### config.mk
export PLATFORM = sky130hd
export DESIGN_NAME = sat_counter
export DESIGN_NICKNAME = d
export VERILOG_FILES = /design/src/rtl/test_result_monitor_sat.sv
export SDC_FILE = /design/constraint.sdc
export NUM_CORES = 1
export LEC_CHECK = 0
export BUFFER_PORTS_ARGS = -buffer_cell sky130_fd_sc_hd__buf_2
export CAP_MARGIN = 5
export CORE_MARGIN = 3
export CORE_UTILIZATION = 55
export DETAILED_ROUTE_END_ITERATION = 7
export PLACE_DENSITY = 0.79
export SYNTH_ARGS = -nofsm -noshare
export SYNTH_HDL_FRONTEND = slang
export SYNTH_SLANG_ARGS = --single-unit
### constraint.sdc
create_clock -name clk -period 2.8 [get_ports clk]
set_clock_uncertainty 0.05 [all_clocks]
set_input_delay 0 -clock clk [delete_from_list [all_inputs] [get_ports clk]]
set_output_delay 0 -clock clk [all_outputs]
set_load 0.1 [all_outputs]
### src/rtl/test_result_monitor_sat.sv
// sat_counter: clearable up-counter that either saturates at all-ones or wraps.
// Clear has priority over enable.
module sat_counter #(
  parameter int unsigned WIDTH    = 32,
  parameter bit          SATURATE = 1'b1
) (
  input  logic             clk,
  input  logic             rst,
  input  logic             clear,
  input  logic             enable,
  output logic [WIDTH-1:0] count
);

  logic [WIDTH-1:0] count_q, count_d;

  // Next count: clear, else hold at all-ones when saturating, else increment.
  always_comb begin
    count_d = count_q;
    if (clear) begin
      count_d = '0;
    end else if (enable) begin
      if (SATURATE && (&count_q)) begin
        count_d = count_q;
      end else begin
        count_d = count_q + WIDTH'(1);
      end
    end
  end

  // Count register, async active-low reset.
  always_ff @(posedge clk or negedge rst) begin
    if (!rst) begin
      count_q <= '0;
    end else begin
      count_q <= count_d;
    end
  end

  assign count = count_q;

endmodule

==> impl_metrics.ini <==
[status]
status = finished clean

[yosys]
postSynthAreaPerCell_um2 = 9.291
synth_top_area_cell = dfrtp_1
synth_edf_count = 0
synth_nets = 207
synth.area.top_cells = dfrtp_1, xnor2_1, a21oi_1
syn_inst = 202
netlist.area_leader.share = 0.4267
ys_seq_elements = 32
syn_area_um2 = 1877
ys.flop_type = dfrtp_1
ys_warn_count = 0
netlist-cell-type-count = 35
async_reset_ff_frac = 1.000
seq_area_frac_synth = 0.4267

[clock_network]
cts_buffer_depth = 2
htree_num_levels = 2
insertion_delay_ns = 0.34
clock_sinks = 32
clockRootBuffer = clkbuf_4
cts_buffers = 5
cts_tree = built
clk_transition_reported_paths_ns = 0.10
cts_setup_buffers = 0

[critical_path]
end_kind = flip-flop
crit_chain = nand4_1 > nor4_2 > buf_4 > a211oi_2 > nand4_1 > mux2_2
ff2ff_path_depth = 6
cp_max_fo = 7
crit_slowest_cell = nor4_2
reg2reg_to = count[22]
cp_top_family = simple AND/OR/NAND/NOR gates
r2r-start = count[26]
cp.buffers_inverters = 1
criticalPathCategory = reg2reg
cp.required_ns = 2.99
startpoint = count[26]
cp-start-kind = flip-flop
cp_num_cells = 6
r2r_slack_ns = 0.59
arrival_ns = 2.39
critical_path.most_common_cell = nand4_1
slowest_delay_ns = 0.59

[placement]
dp_hpwl_um = 2910
place_congestion = 0.8119
port-buffer-count = 35
place_ws_ns = 0.6297

[cells_and_area]
final_nets = 242
num_antenna_cells = 0
largest_register_ffs = 32
syn_to_final_growth_pct = 13.73
drive_above_1_share = 0.2479
layout_common_cells = buf_2, dfrtp_1, nor2_1, a21oi_1, nand2_1
multi_input_area_um2 = 994.7
n_fill_cell = 284
seq_area_um2 = 800.8
final_common_cell = buf_2

[die]
fp.dieW_um = 64.42
dieArea_um2 = 4149
fp.dieH_um = 64.42
initial_utilization = 0.5952
core-area_um2 = 3153
rows = 20
pin_count = 36

[route]
drc = 0
drtAntennaViolNets = 0
wl_per_cell_um = 14.54
firstDrtPassIters = 4
vias = 1690
drtIter0Drc = 159
wl_um = 4101
avgViaCountPerCell = 5.993

[global_routing]
antenna_found_initial = 0
grt_max_degree = 38
grt_pass1_vias = 1460
grt.total_usage = 0.2165
grt_first_pass_wirelength_um = 6900
overflow = 0

[sta]
setup_ws_ns = 0.5936
fin_crit_sh = 0.7880
layout_min_cycle_time_ns = 2.206
slew_viol_final = 0
max_freq_mhz = 453.2
tns_ns = 0
tightest_slew_ns = 0.7046
slew_headroom = 0.5302
hold_violations = 0
grt_setup_unrepaired = false
setup_viol = 0

[worst_hold_path]
whs_endpoint = count[20]
holdCritPathClass = in2reg
min_path_cells = 2
min-delay-start = clear

[pwr]
vdd_drop_max_mv = 0.2435
powerDensity_nw_per_um2 = 380.2
p_leak_nw = 0.9047

[run]
max_cap_violations = 0
per-stage QoR:
stage	std cells	hold WS, ns	utilization	cell area, µm²	total power (W)
CTS	282	0.1162	0.6770	2135	0.0008200
global route	282	0.1375	0.6770	2135	0.0008437
global placement	272	0.03965	0.6520	2056	0.0005348
floorplan	202	-0.3456	-	1877	0.0005168
finish	282	0.1109	0.6770	2135	0.0008115
detailed placement	272	0.04063	0.6520	2056	0.0005353
what timing repair did:
action / 4_1_cts / 5_1_grt
resized for setup: 0 / 0
hold endpoints to repair: 33 / 0
hold buffers: 2 / 0
synthesized netlist by cell type, types with 2 or more instances:
cell and number:
a2111oi_2 3, buf_2 2, nor4_1 3, o21ai_0 6
a211oi_1 2, nor2b_1 5, nand2_1 15, clkbuf_1 5
or3_1 9, a31oi_1 2, and3_1 2, or4_1 8
and2_1 3, a21oi_1 16, and4_4 3, inv_1 6
dfrtp_1 32, mux2_2 5, buf_6 2, nor2_1 18
nand3_1 10, nor3_1 7, nand4_1 10, xnor2_1 10
o31ai_1 8
power breakdown:
group | total (W) | switching [W] | leakage [nW] | internal (W)
Sequential | 0.000469 | 0.00000448 | 0.446 | 0.000465
Combinational | 0.0000582 | 0.0000473 | 0.426 | 0.0000109
Clock | 0.000284 | 0.000160 | 0.0326 | 0.000124
Total | 0.000812 | 0.000212 | 0.905 | 0.000599
how the worst max path moves through the flow:
stage,to,slack (ns)
after floorplan,count[6],0.15
after global placement,count[28],0.71
after detailed placement,count[22],0.63
after CTS,count[22],0.61
after global routing,count[28],0.45
final,count[22],0.59
per-layer routing:
layer / global-route usage / wire length, µm / vias to the layer above
met1: 0.3001 / 1838 / 810
met3: 0.04159 / 293 / 7
met5: 0 / 0 / -
met2: 0.3235 / 1907 / 56
met4: 0.1082 / 61 / 0
li1: - / - / 817
final cells by class:
type / instances / share of cell area
Multi-Input combinational cell: 154 / 0.4660
Sequential cell: 32 / 0.3751
Timing Repair Buffer: 38 / 0.09496
Clock buffer: 8 / 0.02755
Tap cell: 44 / 0.02579
Inverter: 6 / 0.01055
cell families after synthesis:
| logic type | after synthesis | synth area share |
|---|---|---|
| simple gates | 98 | 0.3013 |
| mux | 5 | 0.03000 |
| buf+inv | 16 | 0.04333 |
| compound gates | 39 | 0.1407 |
| flops | 32 | 0.4267 |
| xor+xnor | 11 | 0.05133 |
| fa+ha+maj | 1 | 0.006666 |
Power figures use the tool's default switching activity.
